==> config.mk <==
export PLATFORM = sky130hd
export DESIGN_NAME = mmu_feeder
export DESIGN_NICKNAME = d
export VERILOG_FILES = /design/src/rtl/mmu_pkg.sv /design/src/rtl/mmu_skew_line.sv /design/src/rtl/mmu_feeder.sv
export SDC_FILE = /design/constraint.sdc
export NUM_CORES = 1
export LEC_CHECK = 0
export BUFFER_PORTS_ARGS = -buffer_cell sky130_fd_sc_hd__buf_2
export CAP_MARGIN = 10
export CORE_MARGIN = 2
export CORE_UTILIZATION = 40
export DETAILED_ROUTE_END_ITERATION = 7
export GPL_ROUTABILITY_DRIVEN = 1
export PLACE_DENSITY_LB_ADDON = 0.15
export SYNTH_ARGS = -nofsm -noshare
export SYNTH_HDL_FRONTEND = slang
export SYNTH_SLANG_ARGS = --single-unit
==> constraint.sdc <==
create_clock -name clk -period 5.2 [get_ports clk]
set_input_delay 1.04 -clock clk [delete_from_list [all_inputs] [get_ports clk]]
set_output_delay 1.04 -clock clk [all_outputs]
set_load 0.02 [all_outputs]
==> src/rtl/mmu_pkg.sv <==
// Shared types and defaults for the mmu stimulus feeder.
// Holds array geometry, the feeder state enum and lane slicing helpers.
package mmu_pkg;

  localparam int MMU_N  = 4;
  localparam int MMU_DW = 8;
  localparam int MMU_MSB_LANE = MMU_N - 1;

  typedef enum logic [2:0] {
    IDLE,
    LOAD_W,
    PUSH_W,
    GAP,
    STREAM,
    DRAIN
  } state_t;

  function automatic int lane_lo(input int b, input int dw);
    return b * dw;
  endfunction

endpackage

==> src/rtl/mmu_skew_line.sv <==
// Fixed-depth delay line for one data lane of the skew network.
// Depth 0 is a plain wire; the lane output register lives in the top.
module mmu_skew_line #(
  parameter int D = 0,
  parameter int W = 8
) (
  input  logic         clk,
  input  logic         rst_n,
  input  logic [W-1:0] din,
  output logic [W-1:0] dout
);

  generate
    if (D == 0) begin : g_wire
      logic unused_ctl;
      assign unused_ctl = clk ^ rst_n;
      assign dout = din;
    end else begin : g_dly
      logic [W-1:0] sr [D];
      always_ff @(posedge clk) begin
        if (!rst_n) begin
          for (int i = 0; i < D; i++) sr[i] <= '0;
        end else begin
          sr[0] <= din;
          for (int i = 1; i < D; i++) sr[i] <= sr[i-1];
        end
      end
      assign dout = sr[D-1];
    end
  endgenerate

endmodule

==> src/rtl/mmu_feeder.sv <==
// Weight load sequencer and data skewer feeding the systolic mmu.
// Define MMU_FEEDER_STATS_EN to add rows_cnt / bubble_cnt outputs.
module mmu_feeder
  import mmu_pkg::*;
#(
  parameter int N  = MMU_N,
  parameter int DW = MMU_DW
) (
  input  logic          clk,
  input  logic          rst_n,
  input  logic          start,
  input  logic [N*DW-1:0] wt_in,
  input  logic          wt_valid,
  output logic          wt_ready,
  input  logic [N*DW-1:0] data_in,
  input  logic          data_valid,
  input  logic          data_last,
  output logic          data_ready,
  output logic          control,
  output logic [N*DW-1:0] wt_arr,
  output logic [N*DW-1:0] data_arr,
  output logic          busy,
  output logic          done
`ifdef MMU_FEEDER_STATS_EN
  ,
  output logic [15:0]   rows_cnt,
  output logic [15:0]   bubble_cnt
`endif
);

  localparam int CW = (N > 1) ? $clog2(N) : 1;
  localparam logic [CW-1:0] LAST_BEAT = CW'(N - 1);
  localparam logic [CW-1:0] LAST_DRN  = CW'(N - 2);

  state_t state, state_n;
  logic [CW-1:0] cnt, cnt_n;
  logic [N*DW-1:0] wbuf [N];
  logic [N*DW-1:0] skew_in, skew_out;
  logic done_pend;
  logic wt_fire, data_fire;

  assign wt_ready   = (state == LOAD_W);
  assign data_ready = (state == STREAM);
  assign busy       = (state != IDLE);
  assign wt_fire    = wt_valid & wt_ready;
  assign data_fire  = data_valid & data_ready;

  always_comb begin
    state_n = state;
    cnt_n   = cnt;
    unique case (state)
      IDLE: begin
        cnt_n = '0;
        if (start) state_n = LOAD_W;
      end
      LOAD_W: begin
        if (wt_fire) begin
          if (cnt == LAST_BEAT) begin
            state_n = PUSH_W;
            cnt_n   = '0;
          end else begin
            cnt_n = cnt + 1'b1;
          end
        end
      end
      PUSH_W: begin
        if (cnt == LAST_BEAT) begin
          state_n = GAP;
          cnt_n   = '0;
        end else begin
          cnt_n = cnt + 1'b1;
        end
      end
      GAP: state_n = STREAM;
      STREAM: begin
        if (data_fire && data_last) begin
          state_n = DRAIN;
          cnt_n   = '0;
        end
      end
      DRAIN: begin
        if (cnt == LAST_DRN) begin
          state_n = IDLE;
          cnt_n   = '0;
        end else begin
          cnt_n = cnt + 1'b1;
        end
      end
      default: begin
        state_n = IDLE;
        cnt_n   = '0;
      end
    endcase
  end

  // Bubbles enter the skew as zeros; the array cannot stall.
  assign skew_in = data_fire ? data_in : '0;

  always_ff @(posedge clk) begin
    if (!rst_n) begin
      state     <= IDLE;
      cnt       <= '0;
      control   <= 1'b0;
      wt_arr    <= '0;
      data_arr  <= '0;
      done_pend <= 1'b0;
      done      <= 1'b0;
    end else begin
      state     <= state_n;
      cnt       <= cnt_n;
      control   <= (state == PUSH_W);
      wt_arr    <= (state == PUSH_W) ? wbuf[cnt] : '0;
      data_arr  <= skew_out;
      done_pend <= (state == DRAIN) && (cnt == LAST_DRN);
      done      <= done_pend;
    end
  end

  always_ff @(posedge clk) begin
    if (!rst_n) begin
      for (int i = 0; i < N; i++) wbuf[i] <= '0;
    end else if (wt_fire) begin
      wbuf[cnt] <= wt_in;
    end
  end

  for (genvar b = 0; b < N; b++) begin : g_lane
    mmu_skew_line #(
      .D(N - 1 - b),
      .W(DW)
    ) u_line (
      .clk  (clk),
      .rst_n(rst_n),
      .din  (skew_in[lane_lo(b, DW) +: DW]),
      .dout (skew_out[lane_lo(b, DW) +: DW])
    );
  end

`ifdef MMU_FEEDER_STATS_EN
  always_ff @(posedge clk) begin
    if (!rst_n) begin
      rows_cnt   <= '0;
      bubble_cnt <= '0;
    end else if (state == IDLE && start) begin
      rows_cnt   <= '0;
      bubble_cnt <= '0;
    end else begin
      if (data_fire && rows_cnt != 16'hFFFF)
        rows_cnt <= rows_cnt + 16'd1;
      if (state == STREAM && !data_valid && bubble_cnt != 16'hFFFF)
        bubble_cnt <= bubble_cnt + 16'd1;
    end
  end
`endif

endmodule
==> metrics, run 1 <==
status finished clean; Max Cap Viol 0; Ys Warns 0; mean routed wirelength per cell 17.1 um; dpl ws 1.86 ns; worst reg-to-reg path cell count 5; largest family of logic cells by synthesized area simple AND/OR/NAND/NOR gates; Avg Cell Area, Syn 14.6 um2; CP arrival 1.88 ns; Nets 822; nature of the critical path endpoint output pin; Placed Instances 1005; clk slew on worst S/H paths 0.06 ns; Worst Max-Slew Pin Slew 1.08 ns; Final Hold Fails 0; Post-Synth Simple-Gate Area 18.7%; post-synthesis xor/xnor area fraction 0.0965%; die extent in x 155 um; IO Pins 139; number of buffers created by CTS 26; DRC Markers 0; Worst R2R End wbuf[2][14]; Total Power Consumption 4.21 mW; first-pass detailed-route iteration total 4; area grow syn2layout 19.9%; worst r2r src state[0]; Final Cycle Share 56.2%; synth unique cells 34; Hold Buf Count CTS 0; multiplexer area fraction after synthesis 8.27%; area leader, netlist edfxtp_1; port bufs 138; Setup Fix Bufs, Post-CTS 0; Worst Setup EP data_ready; Post-Route WL 18100 um; Net Count, Synth 694; Final setup viols 0; CP Max Fanout 17; maximum vdd drop 0.199 mV; max_slew headroom 27.7%; Crit. Startpoint state[2]; vias per cell 4.76; post-CTS sizing 0; Cell Rows 55; min cycle time layout 2.92 ns; clk_skew 0.00824 ns; HP Class flop to flop; max-slew violations 0; DRT antenna net count 0; Detail Placement HPWL 10400 um; first-pass GRT wire length 28700 um; kind of critical path flop to output pin; vias 5022; Netlist Area Pre-Place 9080 um2; Fillers 1950; Global Route Usage Sum 15.2%; Crit path required time 4.16 ns; Setup TNS Final 0 ns; CTS tree yes; routability congestion estimate 0.739; Power Density 387 nW/um2; clk buf depth 3; core area 22400 um2; Static Leak 4.64 nW; Die Height 155 um; Max H-tree Level 1; complex-gate fraction of the synthesized area 0.992%; antenna violations before repair 2; area fraction of the dominant cell type after synthesis 42.3%; Fmax achieved 0.342 GHz; Finished Layout Cells 1054; clock sink count 248; CP Launch Type flop; grt total ovfl 0; Root Buffer clkbuf_16; Iter 0 DRT Violations 274; vias in the first global route 5421; register area share after synthesis 68.8%; setup ws final 2.28 ns; unrepaired setup endpoints after global routing false; hold slack final 0.430 ns; Synth Area in Adders 0.551%; cells after synthesis 620; r2r setup slk 2.32 ns; share of layout cells above drive strength 1 29.9%; top cells by area in the synthesized netlist edfxtp_1 42%, dfxtp_1 26%, and2_1 10%, mux4_2 7.9%, and3_1 4.5%; initial core utilization 40.5%; clk_lat worst skew 0.51 ns; Seq cells post-synth 248; Die ar. 23900 um2; largest net degree at the start of global routing 73
[placed cells by master (no fill, tap or decap), types with 5 or more instances in the layout]
cell	count
dfxtp_1	118
clkbuf_16	28
buf_2	138
clkbuf_8	7
and3_1	66
mux4_2	32
buf_4	6
nor2b_1	35
clkinv_2	5
edfxtp_1	128
and2_1	145
[synth_stat cells (all sizes together)]
master / instances
a211oi: 1
a21o: 1
a21oi: 3
a22oi: 2
a31oi: 1
and2: 145
and3: 66
buf: 21
clkbuf: 23
dfxtp: 120
edfxtp: 128
ha: 4
inv: 4
mux2i: 3
mux4: 32
nand2: 5
nand2b: 3
nand3: 2
nand4b: 2
nor2: 5
nor2b: 35
nor3: 2
nor3b: 1
nor4: 1
nor4b: 1
o21ai: 3
o22ai: 1
o41ai: 2
or3: 2
xnor2: 1
[sequential cells by signal, summed over array words and instances, names as in the netlist]
name,cells
wbuf,128
g_lane.u_line.g_dly.sr,48
data_arr,32
wt_arr,32
state,3
cnt,2
control,1
done,1
done_pend,1
[worst max-delay path, stage by stage (launching register included)]
cell and delay (ns):
dfxtp_1 0.79, nor3b_2 0.36, buf_2 0.22
[how the worst min path moves through the flow]
stage	startpoint	endpoint	cells after the start
global placement	g_lane[0].u_line.g_dly.sr[0][3]	g_lane[0].u_line.g_dly.sr[1][3]	1
floorplan	g_lane[0].u_line.g_dly.sr[2][0]	data_arr[0]	1
finish	g_lane[1].u_line.g_dly.sr[1][5]	data_arr[13]	1
global route	g_lane[0].u_line.g_dly.sr[0][6]	g_lane[0].u_line.g_dly.sr[1][6]	1
CTS	g_lane[1].u_line.g_dly.sr[1][1]	data_arr[9]	1
detailed placement	g_lane[1].u_line.g_dly.sr[1][1]	data_arr[9]	1
[layer usage]
metal,vias to the layer above,global-route usage [%],routed length [um]
li1,2438,-,-
met1,2447,19.3,7970
met2,119,26.4,8850
met3,16,3.81,1000
met4,2,3.53,216
met5,-,0,11
[cell type report]
class	instances	area, um2	share of cell area (%)
Tap cell	285	357	3.28
Timing Repair Buffer	144	736	6.76
Multi-Input combinational cell	324	2640	24.3
Clock inverter	10	72.6	0.667
Clock buffer	38	808	7.43
Sequential cell	248	6250	57.4
Antenna cell	1	2.50	0.0230
Inverter	4	15.0	0.138
[where the power goes]
| group | leakage (nW) | total, mW | switching (mW) | internal, mW |
|---|---|---|---|---|
| registers | 2.29 | 2.16 | 0.0509 | 2.11 |
| logic | 1.91 | 0.209 | 0.102 | 0.107 |
| clock network | 0.442 | 1.84 | 0.721 | 1.12 |
[per-stage QoR]
step | utilization [%] | cell area [um2]
final | 48.5 | 10900
after CTS | 48.5 | 10900
after detailed placement | 44.6 | 10000
after global routing | 48.5 | 10900
after global placement | 44.6 | 10000
after floorplan | - | 9080
[cells by family (layout without fill, tap and decap cells)]
family	Yosys count	in the layout
other cells	0	1
mux	35	35
simple gates	270	270
compound gates	14	14
flops	248	248
xor+xnor	1	1
buf+inv	48	196
fa+ha+maj	4	4
Note: power is estimated with default switching activity, not from simulation.
==> run 2: changes to the inputs <==
clock period = 2.35 ns   (was 5.2 ns; I/O delays follow)
==> run 2 against run 1 <==
Effect of this change: first-iteration DRC count increased by 11%; worst setup slack got worse by 2.0 ns; clock-buffer cell count increased by 2; critical path depth unchanged; cell area increased by 1.5%; highest routed layer is now met4.
==> metrics, run 2 (synthesis gave the netlist of run 1 again) <==
status finished clean (unchanged); Gate power share 6.1% (was 5.0%); Fmax achieved 0.481 GHz; IO Pins 139 (unchanged); Clock power frac 43.3% (was 43.8%); clock sink count 248 (unchanged); Post-Route WL 18200 um (was 18100 um); unrepaired setup endpoints after global routing false (unchanged); number of buffers created by CTS 27 (was 26); Multi-input gate area 2660 um2 (was 2640 um2); Cell Rows 55 (unchanged); die extent in x 155 um (unchanged); first-pass detailed-route iteration total 4 (unchanged); Final Hold Fails 0 (unchanged); CTS tree yes (unchanged); share of layout cells above drive strength 1 31.6% (was 29.9%); Max Cap Viol 0 (unchanged); Reg power frac 50.7% (was 51.3%); Iter 0 DRT Violations 303 (was 274); clk slew on worst S/H paths 0.06 ns (about the same); Setup TNS Final 0 ns (unchanged); clk_skew 0.0110 ns (was 0.00824 ns); first-pass GRT wire length 29100 um (was 28700 um); antenna violations before repair 2 (unchanged); Power Density 841 nW/um2 (was 387 nW/um2); Internal 7.33 mW (was 3.34 mW); HP Class primary input to flop (was flop to flop); post-CTS sizing 0 (unchanged); switching share of total power 21.2% (was 20.7%); hold slack final 0.148 ns (was 0.430 ns); kind of critical path flop to output pin (unchanged); grt total ovfl 0 (unchanged); Fillers 1971 (was 1950); CP Launch Type flop (unchanged); DRT antenna net count 0 (unchanged); Die ar. 23900 um2 (unchanged); DRC Markers 0 (unchanged); Max H-tree Level 1 (unchanged); CP arrival 1.61 ns (was 1.88 ns); Nets 841 (was 822); maximum vdd drop 0.480 mV (was 0.199 mV); most frequent cells in the layout 145 x and2_1, 138 x buf_2, 128 x edfxtp_1 (unchanged); Crit path required time 1.88 ns (was 4.16 ns); Die Height 155 um (unchanged); Total Power Consumption 9.30 mW (was 4.21 mW); routability congestion estimate 0.746 (was 0.739); vias per cell 4.78 (was 4.76); family with the most delay on the worst path flip-flops (unchanged); Largest Register wbuf (unchanged); vias in the first global route 5441 (was 5421); Final setup viols 0 (unchanged); vias 5123 (was 5022); max_slew headroom 39.5% (was 27.7%); CP cell instances nor3b_2 -> buf_2 (unchanged); Placed Instances 1023 (was 1005); Worst Max-Slew Pin Slew 0.906 ns (was 1.08 ns); nature of the critical path endpoint output pin (unchanged); Slowest-stage cell, CP dfxtp_1 (unchanged); mean routed wirelength per cell 17.0 um (was 17.1 um); initial core utilization 40.5% (unchanged); port bufs 138 (unchanged); Detail Placement HPWL 11100 um (was 10400 um); Critical path buffers and inverters 1 (unchanged); commonest non-fill, non-tap cell in the layout and2_1 (unchanged); Regs by FF count wbuf: 128 flops, g_lane.u_line.g_dly.sr: 48 flops (unchanged); largest net degree at the start of global routing 61 (was 73); area grow syn2layout 21.7% (was 19.9%); Largest register FFs 128 (unchanged); Hold Buf Count CTS 0 (unchanged); Final Cycle Share 88.4%; Setup Fix Bufs, Post-CTS 0 (unchanged); Global Route Usage Sum 15.4% (was 15.2%); clk buf depth 3 (unchanged); min cycle time layout 2.08 ns; Root Buffer clkbuf_16 (unchanged); P_sw 1.97 mW (was 874 uW); FF/Latch Area 6250 um2 (about the same); CP Max Fanout 11 (was 17); Finished Layout Cells 1072 (was 1054); max-slew violations 0 (unchanged); CP max stage delay 0.53 ns (was 0.79 ns); clk_lat worst skew 0.52 ns (was 0.51 ns); core area 22400 um2 (unchanged); Static Leak 4.74 nW (was 4.64 nW)
## run 2: cell types whose count changed in the layout (fill, tap and decap cells not counted), sizes merged
cell and change:
clkbuf +2, buf +18, clkinv -1, bufinv -1
## run 2: stage by stage
step	area (um2)	utilization, %	setup WS [ns]
6_report	11100	49.3	0.273
5_1_grt	11100	49.3	0.144
4_1_cts	11000	49.3	0.221
3_5_place_dp	10200	45.4	0.268
3_3_place_gp	10200	45.4	0.303
2_1_floorplan	9110	-	0.0386
## run 2: power by group through the flow
stage / sequential, mW / clock (mW) / combinational, mW
after floorplan: 4.79 / 0 / 0.367
after global placement: 4.80 / 0 / 0.569
after detailed placement: 4.81 / 0 / 0.575
after CTS: 4.71 / 4.15 / 0.577
after global routing: 4.72 / 4.34 / 0.617
final: 4.71 / 4.02 / 0.563
## run 2: cell type report
type	instances	area share [%]
flip-flops and latches	248	56.6
multi-input cells	324	24.0
repair buffers	162	8.22
clock buffers	40	7.39
well taps	285	3.23
clock inverters	8	0.408
inverters	4	0.136
diodes	1	0.0226
## run 2: final timing paths
| check | start | endpoint | slack, ns | cells after the start |
|---|---|---|---|---|
| worst min register to register | g_lane[1].u_line.g_dly.sr[0][6] | g_lane[1].u_line.g_dly.sr[1][6] | 0.43 | 1 |
| worst max register to register | state[0] | wbuf[3][18] | 0.53 | 4 |
| worst min-delay path | data_in[7] | g_lane[0].u_line.g_dly.sr[0][7] | 0.15 | 2 |
| worst max-delay path | state[2] | data_ready | 0.27 | 2 |
## run 2: metal layers
metal  part of all wire, %  vias to the layer above  GRT usage, %
li1                      -                     2476             -
met1                    43                     2474          19.4
met4                   1.5                        0          4.41
met2                    49                      152          26.7
met3                   6.7                       21          3.50
met5                     0                        -             0
==> run 3: changes to the inputs <==
CORE_UTILIZATION = 51   (was 40)
==> run 3 against run 2 <==
Effect of this change: core utilization increased by 14 points; global-route usage increased by 3.7 points; clock-buffer cell count unchanged; sequential power about the same; worst hold slack improved by 0.0054 ns; largest power group unchanged; critical endpoint unchanged; sequential share of layout area increased by 0.53 points; clock power about the same; flip-flop and latch count unchanged; non-clock buffer count decreased by 2; die area decreased by 21%.
==> metrics, run 3 (synthesis gave the netlist of run 1 again) <==
routability congestion estimate 0.763 (was 0.746); share of layout cells above drive strength 1 30.5% (was 31.6%); r2r setup slk 0.54 ns (was 0.53 ns); commonest non-fill, non-tap cell in the layout and2_1 (unchanged); first-pass detailed-route iteration total 5 (was 4); vias in the first global route 5338 (was 5441); Die Height 137 um (was 155 um); initial core utilization 52.3% (was 40.5%); number of buffers created by CTS 26 (was 27); vias 5224 (was 5123); Static Leak 4.71 nW (was 4.74 nW); Finished Layout Cells 1009 (was 1072); die extent in x 137 um (was 155 um); Worst R2R End wbuf[3][16] (was wbuf[3][18]); clk_skew 0.0143 ns (was 0.0110 ns); clk_lat worst skew 0.52 ns (about the same); HP Class primary input to flop (unchanged); Worst Max-Slew Pin Slew 0.716 ns (was 0.906 ns); Nets 838 (was 841); DRT antenna net count 0 (unchanged); clock sink count 248 (unchanged); Power Density 848 nW/um2 (was 841 nW/um2); worst r2r src state[0] (unchanged); most frequent cells in the layout 145 x and2_1, 138 x buf_2, 128 x edfxtp_1 (unchanged); max_slew headroom 52.2% (was 39.5%); mean routed wirelength per cell 17.3 um (was 17.0 um); Fillers 1311 (was 1971); DRC Markers 0 (unchanged); Final Hold Fails 0 (unchanged); Fmax achieved 0.487 GHz (was 0.481 GHz); Cell Rows 48 (was 55); Largest Register wbuf (unchanged); Iter 0 DRT Violations 335 (was 303); Post-Route WL 17400 um (was 18200 um); CP arrival 1.58 ns (was 1.61 ns); IO Pins 139 (unchanged); CTS tree yes (unchanged); hold slack final 0.153 ns (was 0.148 ns); antenna violations before repair 2 (unchanged); Hold Buf Count CTS 0 (unchanged); Regs by FF count wbuf: 128 flops, g_lane.u_line.g_dly.sr: 48 flops (unchanged); Global Route Usage Sum 19.1% (was 15.4%); status finished clean (unchanged); unrepaired setup endpoints after global routing false (unchanged); Max H-tree Level 1 (unchanged); vias per cell 5.18 (was 4.78); Crit path required time 1.88 ns (about the same); port bufs 138 (unchanged); CP Max Fanout 17 (was 11); Final Cycle Share 87.4% (was 88.4%); area grow syn2layout 20.6% (was 21.7%); Placed Instances 961 (was 1023); max-slew violations 0 (unchanged); Final setup viols 0 (unchanged); largest net degree at the start of global routing 65 (was 61); Worst Setup EP data_ready (unchanged); Die ar. 18900 um2 (was 23900 um2); Setup TNS Final 0 ns (unchanged); nature of the critical path endpoint output pin (unchanged); kind of critical path flop to output pin (unchanged); Max Cap Viol 0 (unchanged); Root Buffer clkbuf_16 (unchanged); Detail Placement HPWL 10700 um (was 11100 um); Setup Fix Bufs, Post-CTS 0 (unchanged); clk buf depth 3 (unchanged); CP Launch Type flop (unchanged); core area 17400 um2 (was 22400 um2); maximum vdd drop 0.517 mV (was 0.480 mV); worst reg-to-reg path cell count 4 (unchanged); clk slew on worst S/H paths 0.06 ns (about the same); Largest register FFs 128 (unchanged); grt total ovfl 0 (unchanged); min cycle time layout 2.05 ns (was 2.08 ns); first-pass GRT wire length 27600 um (was 29100 um); Crit. Startpoint state[2] (unchanged)
-- run 3: timing repair --
action,in CTS,in global routing
gates resized for setup,0,1
endpoints found under the hold margin,0,0
setup endpoints to repair,0,2
-- run 3: metrics by stage --
| step | setup slack, ns | area (um2) | utilization, % | power, mW |
|---|---|---|---|---|
| global placement | 0.394 | 10100 | 58.2 | 5.36 |
| global route | 0.215 | 10900 | 63.1 | 9.59 |
| CTS | 0.0410 | 10900 | 63.0 | 9.38 |
| finish | 0.296 | 10900 | 63.1 | 9.28 |
| floorplan | 0.0386 | 9110 | - | 5.16 |
| detailed placement | 0.314 | 10100 | 58.2 | 5.38 |
-- run 3: worst min-delay path by stage --
stage | from | to | slack, ns | cells after the start
floorplan | g_lane[0].u_line.g_dly.sr[2][0] | data_arr[0] | 0.41 | 1
global placement | g_lane[1].u_line.g_dly.sr[0][1] | g_lane[1].u_line.g_dly.sr[1][1] | 0.41 | 1
detailed placement | g_lane[0].u_line.g_dly.sr[1][0] | g_lane[0].u_line.g_dly.sr[2][0] | 0.42 | 1
CTS | data_in[21] | g_lane[2].u_line.g_dly.sr[0][5] | 0.14 | 2
global route | data_in[25] | data_arr[25] | 0.14 | 2
finish | data_in[21] | g_lane[2].u_line.g_dly.sr[0][5] | 0.15 | 2
-- run 3: area by class of cell --
cell class	count	area, um2	share of cell area, %
clock inverter	7	83.8	0.766
antenna	1	2.50	0.0229
tap	225	282	2.57
sequential	248	6250	57.1
inverter	4	15.0	0.137
timing repair buffer	160	893	8.16
multi-input combinational	324	2660	24.3
clock buffer	40	764	6.98
-- run 3: critical path: stages, from the launching register on --
cell     delay, ns
dfxtp_2       0.57
nor3b_2       0.30
buf_2         0.21
-- run 3: metal layers --
| layer | vias to the layer above | routed length [um] | GRT usage, % |
|---|---|---|---|
| li1 | 2471 | - | - |
| met5 | - | 7 | 0 |
| met4 | 2 | 181 | 5.73 |
| met1 | 2541 | 7480 | 25.4 |
| met2 | 194 | 8480 | 32.1 |
| met3 | 16 | 1300 | 3.79 |
-- run 3: power breakdown --
part / leakage (nW) / internal, mW / switching (mW)
logic: 2.01 / 0.265 / 0.300
registers: 2.29 / 4.67 / 0.0465
clock network: 0.411 / 2.45 / 1.55
total: 4.71 / 7.38 / 1.90
